==> config.mk <==
export PLATFORM = sky130hd
export DESIGN_NAME = src_buf_flat
export DESIGN_NICKNAME = d
export VERILOG_FILES = /design/src/rtl/src_buf_pkg.sv /design/src/rtl/src_buf_if.sv /design/src/rtl/src_buf_bank_ram.sv /design/src/rtl/src_buf.sv /design/src/flat_wrapper.sv
export SDC_FILE = /design/constraint.sdc
export NUM_CORES = 2
export LEC_CHECK = 0
export CAP_MARGIN = 20
export CORE_UTILIZATION = 35
export DETAILED_ROUTE_END_ITERATION = 16
export SYNTH_ARGS = -nofsm -noshare
export SYNTH_HDL_FRONTEND = slang
export SYNTH_SLANG_ARGS = --single-unit
==> constraint.sdc <==
create_clock -name clk -period 9.28 [get_ports clk]
set_clock_uncertainty 0.15 [all_clocks]
set_input_delay 1.392 -clock clk [delete_from_list [all_inputs] [get_ports clk]]
set_output_delay 1.392 -clock clk [all_outputs]
set_load 0.005 [all_outputs]
==> src/rtl/src_buf_pkg.sv <==
// Shared constants and writer state encoding for the input ping-pong buffer.
package src_buf_pkg;
    localparam int DATA_W    = 64;
    localparam int ITEM_W    = 32;
    localparam int DEPTH     = 32;
    localparam int AW        = $clog2(DEPTH);
    localparam int LEN_W     = AW + 1;
    localparam int NUM_BANKS = 2;

    typedef enum logic {
        W_FILL = 1'b0,
        W_WAIT = 1'b1
    } wr_state_e;
endpackage

==> src/rtl/src_buf_if.sv <==
// Stream-in and core-side read/release signals of the input ping-pong buffer.
interface src_buf_if;
    import src_buf_pkg::*;

    logic              s_axis_tvalid;
    logic              s_axis_tready;
    logic [DATA_W-1:0] s_axis_tdata;
    logic              s_axis_tlast;
    logic              bank_ready;
    logic [LEN_W-1:0]  bank_len;
    logic              rd_req;
    logic [LEN_W-1:0]  rd_addr;
    logic              rd_valid;
    logic [ITEM_W-1:0] rd_data;
    logic              bank_release;

    modport master (
        output s_axis_tvalid, s_axis_tdata, s_axis_tlast, rd_req, rd_addr, bank_release,
        input  s_axis_tready, bank_ready, bank_len, rd_valid, rd_data
    );

    modport slave (
        input  s_axis_tvalid, s_axis_tdata, s_axis_tlast, rd_req, rd_addr, bank_release,
        output s_axis_tready, bank_ready, bank_len, rd_valid, rd_data
    );
endinterface

==> src/rtl/src_buf_bank_ram.sv <==
// Simple dual-port block RAM, one write port and one registered read port.
module bank_ram #(
    parameter int AW = 5,
    parameter int DW = 64
) (
    input  logic          clk,
    input  logic          i_we,
    input  logic [AW-1:0] i_waddr,
    input  logic [DW-1:0] i_wdata,
    input  logic          i_re,
    input  logic [AW-1:0] i_raddr,
    output logic [DW-1:0] o_rdata
);
    (* ram_style = "block" *) logic [DW-1:0] r_mem [0:(1<<AW)-1];
    logic [DW-1:0] r_rdata;

    always_ff @(posedge clk) begin
        if (i_we)
            r_mem[i_waddr] <= i_wdata;
        if (i_re)
            r_rdata <= r_mem[i_raddr];
    end

    assign o_rdata = r_rdata;
endmodule

==> src/rtl/src_buf.sv <==
// Input ping-pong buffer: DMA fills one bank while the core reads items from the other.
module src_buf
    import src_buf_pkg::*;
(
    input  logic      clk,
    input  logic      rst,
    src_buf_if.slave  bus
);
    logic [NUM_BANKS-1:0]             r_full;
    logic [NUM_BANKS-1:0][LEN_W-1:0]  r_len;
    logic                             r_wr_sel;
    logic                             r_rd_sel;
    logic [AW-1:0]                    r_wr_cnt;
    logic                             r_rd_valid;
    logic                             r_rd_bank;
    logic                             r_rd_half;
    wr_state_e                        r_state;
    wr_state_e                        w_state_nxt;

    logic                             w_tready;
    logic                             w_acc;
    logic                             w_close;
    logic                             w_rel;
    logic                             w_rd_go;
    logic [NUM_BANKS-1:0]             w_full_nxt;
    logic [NUM_BANKS-1:0][DATA_W-1:0] w_q;
    logic [ITEM_W-1:0]                w_item;

    assign w_acc   = bus.s_axis_tvalid && w_tready;
    assign w_close = w_acc && (bus.s_axis_tlast || r_wr_cnt == AW'(DEPTH - 1));
    assign w_rel   = bus.bank_release && r_full[r_rd_sel];
    assign w_rd_go = bus.rd_req && r_full[r_rd_sel];

    // Closing and releasing always target different banks, so both may land together.
    always_comb begin
        w_full_nxt = r_full;
        if (w_close)
            w_full_nxt[r_wr_sel] = 1'b1;
        if (w_rel)
            w_full_nxt[r_rd_sel] = 1'b0;
    end

    always_ff @(posedge clk) begin
        if (rst)
            r_state <= W_FILL;
        else
            r_state <= w_state_nxt;
    end

    always_comb begin
        w_state_nxt = r_state;
        case (r_state)
            W_FILL:  if (w_close && w_full_nxt[~r_wr_sel]) w_state_nxt = W_WAIT;
            W_WAIT:  if (!w_full_nxt[r_wr_sel])            w_state_nxt = W_FILL;
            default: w_state_nxt = W_FILL;
        endcase
    end

    // tready is derived from the bank flags so it rises the cycle after a release.
    always_comb begin
        w_tready = 1'b0;
        if (!rst)
            w_tready = !r_full[r_wr_sel];
    end

    always_ff @(posedge clk) begin
        if (rst) begin
            r_full     <= '0;
            r_len      <= '0;
            r_wr_sel   <= 1'b0;
            r_rd_sel   <= 1'b0;
            r_wr_cnt   <= '0;
            r_rd_valid <= 1'b0;
            r_rd_bank  <= 1'b0;
            r_rd_half  <= 1'b0;
        end else begin
            r_full     <= w_full_nxt;
            r_rd_valid <= w_rd_go;
            if (w_acc)
                r_wr_cnt <= w_close ? '0 : r_wr_cnt + AW'(1);
            if (w_close) begin
                r_len[r_wr_sel] <= {1'b0, r_wr_cnt} + LEN_W'(1);
                r_wr_sel        <= ~r_wr_sel;
            end
            if (w_rel)
                r_rd_sel <= ~r_rd_sel;
            if (w_rd_go) begin
                r_rd_bank <= r_rd_sel;
                r_rd_half <= bus.rd_addr[0];
            end
        end
    end

    for (genvar b = 0; b < NUM_BANKS; b++) begin : g_bank
        bank_ram #(.AW(AW), .DW(DATA_W)) u_ram (
            .clk     (clk),
            .i_we    (w_acc && r_wr_sel == 1'(b)),
            .i_waddr (r_wr_cnt),
            .i_wdata (bus.s_axis_tdata),
            .i_re    (w_rd_go && r_rd_sel == 1'(b)),
            .i_raddr (bus.rd_addr[LEN_W-1:1]),
            .o_rdata (w_q[b])
        );
    end

    assign w_item            = w_q[r_rd_bank][r_rd_half*ITEM_W +: ITEM_W];
    assign bus.s_axis_tready = w_tready;
    assign bus.bank_ready    = r_full[r_rd_sel];
    assign bus.bank_len      = r_len[r_rd_sel];
    assign bus.rd_valid      = r_rd_valid;
    assign bus.rd_data       = r_rd_valid ? w_item : '0;
endmodule
==> src/flat_wrapper.sv <==
// flat-port wrapper written by rule: the top's interface ports become plain ports
module src_buf_flat import src_buf_pkg::*;
  (clk, rst, bus_s_axis_tvalid, bus_s_axis_tdata, bus_s_axis_tlast, bus_rd_req, bus_rd_addr, bus_bank_release, bus_s_axis_tready, bus_bank_ready, bus_bank_len, bus_rd_valid, bus_rd_data);
  src_buf_if bus_i ();
  input  logic clk;
  input  logic rst;
  input wire logic [$bits(bus_i.s_axis_tvalid)-1:0] bus_s_axis_tvalid;
  input wire logic [$bits(bus_i.s_axis_tdata)-1:0] bus_s_axis_tdata;
  input wire logic [$bits(bus_i.s_axis_tlast)-1:0] bus_s_axis_tlast;
  input wire logic [$bits(bus_i.rd_req)-1:0] bus_rd_req;
  input wire logic [$bits(bus_i.rd_addr)-1:0] bus_rd_addr;
  input wire logic [$bits(bus_i.bank_release)-1:0] bus_bank_release;
  output wire logic [$bits(bus_i.s_axis_tready)-1:0] bus_s_axis_tready;
  output wire logic [$bits(bus_i.bank_ready)-1:0] bus_bank_ready;
  output wire logic [$bits(bus_i.bank_len)-1:0] bus_bank_len;
  output wire logic [$bits(bus_i.rd_valid)-1:0] bus_rd_valid;
  output wire logic [$bits(bus_i.rd_data)-1:0] bus_rd_data;
  assign bus_i.s_axis_tvalid = bus_s_axis_tvalid;
  assign bus_i.s_axis_tdata = bus_s_axis_tdata;
  assign bus_i.s_axis_tlast = bus_s_axis_tlast;
  assign bus_i.rd_req = bus_rd_req;
  assign bus_i.rd_addr = bus_rd_addr;
  assign bus_i.bank_release = bus_bank_release;
  assign bus_s_axis_tready = bus_i.s_axis_tready;
  assign bus_bank_ready = bus_i.bank_ready;
  assign bus_bank_len = bus_i.bank_len;
  assign bus_rd_valid = bus_i.rd_valid;
  assign bus_rd_data = bus_i.rd_data;
  src_buf u_core (.clk(clk), .rst(rst), .bus(bus_i));
endmodule
Word level (Yosys, flattened, before mapping) --
Memories as Yosys holds them, arrays and structs flattened. A register that Yosys moved wholly into a read port is not among the register bits. Index checks and enable logic that the tools add are counted.
Word-level totals: flip-flop bits (word level) 24, RAM bits 4096, output and inout port bits 41, word-level logic and storage cells 61, memories 2
Cells by class: add/subtract/negate cells 2, order comparisons 5, equal/unequal tests 1, shift operators 1, muxes and demuxes 24, bitwise logic cells 5, reductions and logical operators 12
Memory list:
- u_core.g_bank[0].u_ram.r_mem | depth 32, bits a word 64, rd ports 1, clocked after memory_dff 1, write ports 1, line src_buf_bank_ram.sv:14 | (* ram_style = "block" *) logic [DW-1:0] r_mem [0:(1<<AW)-1];
- u_core.g_bank[1].u_ram.r_mem | depth 32, bits a word 64, rd ports 1, clocked after memory_dff 1, write ports 1, line src_buf_bank_ram.sv:14
Operators by type and width (number):
- two-way mux 64 bit | 2
- variable part select 64 x 7 -> 32 bit | 1
- two-way mux 32 bit | 1
- two-way mux 6 bit | 3
- bitwise mux 12 bit | 1
- two-way mux 1 bit | 11
- logical AND 1 bit | 10
- adder 5 x 1 -> 6 bit (second input constant) | 1
- demux 6 bit (select 1 bit) | 1
- less-than comparator 1 x 2 -> 1 bit (second input constant) | 3
- adder 5 x 1 -> 5 bit (second input constant) | 1
- equality test 5 bit (second input constant) | 1
- two-way mux 5 bit | 1
- two-way mux 2 bit | 2
- bitwise AND 2 bit | 1
- demux 1 bit (select 1 bit) | 2
- >= comparator 1 bit (second input constant) | 2
- NOT 1 bit | 2
- NOT 2 bit | 1
- bitwise OR 2 bit | 1
- logical NOT 1 bit | 1
- logical OR 1 bit | 1

Depth between registers and ports, before layout --
word-level depth 9, gate-level depth with buffers 9, mapped depth without buffers 7

By module --
From an unflattened synthesis, not the netlist that was laid out.
Second synthesis, totals: cells, all modules 6385, area total of the unflattened synthesis 161252.2 sq um
Modules (own cells, without submodules):
- bank_ram | instances 2, cells an instance 3097, area an instance 79605.1 sq um
- src_buf | instances 1, cells an instance 191, area an instance 2042.0 sq um

Worst setup path after synthesis --
Ideal clock, no wire load.
kind in2reg, start point in rst, end point mem u_core.g_bank[0].u_ram.r_mem[7][0], enable pin, setup time 0.564 ns, arrival time 6.554 ns, slack 2.012 ns, cell stages on the path 4, path buffers 1, cells stage by stage clkbuf_1 nor4b_2 nand3_1 nor3_1
On the way: cells in the longest elaborated chain, start to end 5
RTL lines:
- from (decl) | line flat_wrapper.sv:6 | input logic rst;
- two-way mux 1 bit | line src_buf.sv:62 | if (!rst)
- logical AND 1 bit | line src_buf.sv:29 | assign w_acc = bus.s_axis_tvalid && w_tready;
- logical AND 1 bit | line src_buf.sv:97 | .i_we (w_acc && r_wr_sel == 1'(b)),
- two-way mux 1 bit | line src_buf_bank_ram.sv:18 | if (i_we)
- two-way mux 1 bit (not written as such) | line src_buf_bank_ram.sv:19 | r_mem[i_waddr] <= i_wdata;
- to (decl) | line src_buf_bank_ram.sv:14
No other way between the ends.

Worst setup path after layout --
start point reg u_core.r_rd_bank, end point out bus_rd_data[19]
On the way: cells in the longest elaborated chain, start to end 4
RTL lines:
- from (decl) | line src_buf.sv:15 | logic r_rd_bank;
- from (signal assigned) | line src_buf.sv:88 | r_rd_bank <= r_rd_sel;
- two-way mux 64 bit (not written as such) (2 in series) | line src_buf.sv:106 | assign w_item = w_q[r_rd_bank][r_rd_half*ITEM_W +: ITEM_W];
- variable part select 64 x 7 -> 32 bit | line src_buf.sv:106
- two-way mux 32 bit | line src_buf.sv:111 | assign bus.rd_data = r_rd_valid ? w_item : '0;
- to (decl) | line flat_wrapper.sv:17 | output wire logic [$bits(bus_i.rd_data)-1:0] bus_rd_data;
No other way between the ends. The select of a mux whose other input is x is not followed.

==> summary.txt <==
Synth
  – Synth cell types: 40
  – Yosys top cell by area: edfxtp_1
  – Most frequent cell after synthesis: edfxtp_1
  – Mean post-synth cell area: 23.6 um2
  – Most area-consuming cells after synthesis: edfxtp_1, mux4_2, o22ai_1, mux2i_1, a22oi_1
  – EDFF count, synth: 4224
  – Main flop type after synthesis: edfxtp_1
  – Mapped Cells: 6745
  – Synth cell count leaders: edfxtp_1, mux4_2, o22ai_1
  – Yosys warning total: 0
  – Net Count, Synth: 6826
  – Syn Std Cell Area: 0.159 mm2
  – Asr flop ratio synth: 0
  – Flops & latches, synth: 4248
  – Seq/Total Area, Yosys: 0.801
  – Top cell type's share of synthesized area: 0.798

Routing
  – Vias: 77200
  – Vias per std cell: 5.71
  – Average wire per standard cell: 34.1 um
  – Post-route DRC: 0
  – Final ANT Viol Nets: 0
  – First-pass DRT Iterations: 6
  – DRT iter0 DRCs: 10300
  – DRT Wirelength: 461 mm

Global route
  – Global-route wire length before repair: 630 mm
  – Total Routing Usage GR: 0.198
  – Grt total ovfl: 0
  – Pin count of the biggest net entering global routing: 108
  – Vias in the first global route: 76300
  – Antenna violations before repair: 62

CTS
  – Clock latency on the worst-skew pair: 960 ps
  – # H-tree levels: 5
  – Number of gates resized after CTS: 0
  – Clock buffer depth: 4
  – Hold bufs inserted after CTS: 0
  – Clock Sinks: 4248
  – CTS tree: yes
  – Root Driver: clkbuf_16
  – Clk slew on worst S/H paths: 60 ps
  – CTS buffer count: 416
  – Post-CTS Setup Bufs: 0

Timing
  – Final Max Tran Viols: 0
  – Count of final hold-check violations: 0
  – Slew @ Worst Pin: 1230 ps
  – Worst Slack Setup Final: 3980 ps
  – Setup TNS Final: 0 ps
  – Final setup fails: 0
  – Max Freq: 189 MHz
  – Post-layout minimum cycle time: 5300 ps
  – Period utilisation layout: 0.571
  – RSZ-0062 raised after global routing: false
  – Rel. slew slack: 0.180

Flow run
  – Max-cap violations: 0

Worst hold path
  – Worst Hold Class: reg2reg

Layout
  – Final Net Count: 7206
  – Sequential cell area: 0.127 mm2
  – P&R area growth vs syn: 14.0%
  – Layout Cells excl Fill: 13500
  – Share of cells above drive strength 1: 0.257
  – Fill cells: 39400
  – Finished Cell Area: 0.181 mm2
  – Multi-input logic area: 0.0301 mm2

Critical path
  – Critical path's slowest cell: mux4_2
  – Critical path required time: 7740 ps
  – Data arrival, critical path: 3750 ps
  – CP max FO: 27
  – Critical Path Sink Type: output pin
  – Max stage delay on crit path: 850 ps
  – CP Class: reg2out
  – Critical path, cell by cell: buf_4 -> mux4_2 -> and2_1 -> clkdlybuf4s50_1
  – Startpoint Class: flop
  – R2R Setup Slk: 5060 ps

Floorplanning
  – Number of core rows: 247
  – Die W: 676 um
  – Initial Util: 0.351
  – CORE AREA: 0.452 mm2
  – DIE HEIGHT: 676 um
  – IO Pins: 117
  – Die Area: 0.457 mm2

Placement
  – Post-DP HPWL: 266 mm
  – Dpl ws: 3190 ps
  – Port bufs: 116
  – RD Place Congestion: 0.831
  – Dpl cell area: 0.168 mm2
  – Placed instance count: 12700

Power
  – Switching power total: 8.33 mW
  – Reg power frac: 0.540
  – Gate power share: 0.041
  – Pint: 30.9 mW
  – Clock power share: 0.419
  – Leak Pwr: 55.0 nW
  – VDD IR-drop max: 0.000191 V
  – Switching Fraction: 0.212
  – P per Cell Area: 216 mW/mm2

Run status
  – Status: finished clean
-- state kept, by name, indices dropped and copies added, names as in the netlist --
| name | cells |
|---|---|
| u_core.g_bank.u_ram.r_mem | 4096 |
| u_core.r_full | 2 |
| u_core.bus.rd_valid | 1 |
| u_core.r_rd_bank | 1 |
| u_core.r_rd_sel | 1 |
| u_core.r_len | 12 |
| u_core.r_wr_cnt | 5 |
| u_core.r_rd_half | 1 |
| u_core.r_wr_sel | 1 |
| u_core.g_bank.u_ram.o_rdata | 128 |
-- placed cells by master (no fill, tap or decap), drive strengths merged, types with 2 or more instances in the layout --
cell and n:
clkinvlp 8, a22oi 105, a211oi 6, nand4 21
nor2 80, or2 5, mux4 972, diode 72
edfxtp 4224, buf 291, nor2b 7, clkdlybuf4s50 49
nand3b 4, o22ai 428, mux2 7, o21ai 4
ha 5, nor4 107, inv 17, nand2b 4
nand2 47, clkbuf 519, dfxtp 24, nor3 6
nand3 52, bufinv 30, clkinv 192, or3 2
mux2i 172, and3 4, and2 36, a21oi 34
-- stage by stage --
| stage | hold slack, ps | total power [mW] | util |
|---|---|---|---|
| 6_report | 312 | 39.2 | 0.401 |
| 5_1_grt | 340 | 40.1 | 0.401 |
| 4_1_cts | 315 | 39.4 | 0.400 |
| 3_5_place_dp | 305 | 23.2 | 0.371 |
| 3_3_place_gp | 305 | 23.2 | 0.371 |
| 2_1_floorplan | 284 | 22.4 | - |
-- cell type report --
| cell class | instances | share of cell area |
|---|---|---|
| Multi-Input combinational cell | 2115 | 0.166 |
| Antenna cell | 72 | 0.000994 |
| Inverter | 4 | 0.0000828 |
| Clock inverter | 243 | 0.0122 |
| Sequential cell | 4248 | 0.703 |
| Tap cell | 5976 | 0.0413 |
| Timing Repair Buffer | 340 | 0.0168 |
| Clock buffer | 519 | 0.0603 |
-- layer usage --
metal	track usage	wire length [um]	vias up
met5	0	154	-
met4	0.0794	21500	24
met3	0.0336	40700	805
met2	0.331	227000	4360
met1	0.258	172000	41900
li1	-	-	30100
-- path summary, 6_finish.rpt --
check | cells past startpoint | end | start
worst min-delay path | 2 | u_core.r_len[5] | u_core.r_len[5]
worst min register to register | 2 | u_core.r_len[5] | u_core.r_len[5]
worst max-delay path | 4 | bus_rd_data[19] | u_core.r_rd_bank
worst max register to register | 3 | u_core.g_bank[0].u_ram.r_mem[13][0] | u_core.r_wr_cnt[2]
-- power groups by stage --
stage	clock (mW)	sequential, mW	combinational, mW
detailed placement	0	21.6	1.63
CTS	16.6	21.2	1.63
finish	16.4	21.2	1.61
floorplan	0	21.6	0.843
global placement	0	21.6	1.61
global route	17.3	21.2	1.68
-- critical path, delay by kind of cell (launching register included) --
kind | cells | cell delay (ps)
muxes | 1 | 850
and+or+nand+nor | 1 | 270
buffers and inverters | 2 | 1110
DFF | 1 | 490
-- logic make-up (layout without fill, tap and decap cells) --
group | count (synthesis) | after routing | share of synthesized area
flops | 4248 | 4248 | 0.801
mux | 1151 | 1151 | 0.149
compound gates | 578 | 578 | 0.0233
buf+inv | 382 | 1106 | 0.0139
simple gates | 379 | 379 | 0.0126
fa+ha+maj | 5 | 5 | 0.000393
xor+xnor | 2 | 2 | 0.000110
other cells | 0 | 72 | 0
Note: power is estimated with default switching activity, not from simulation.
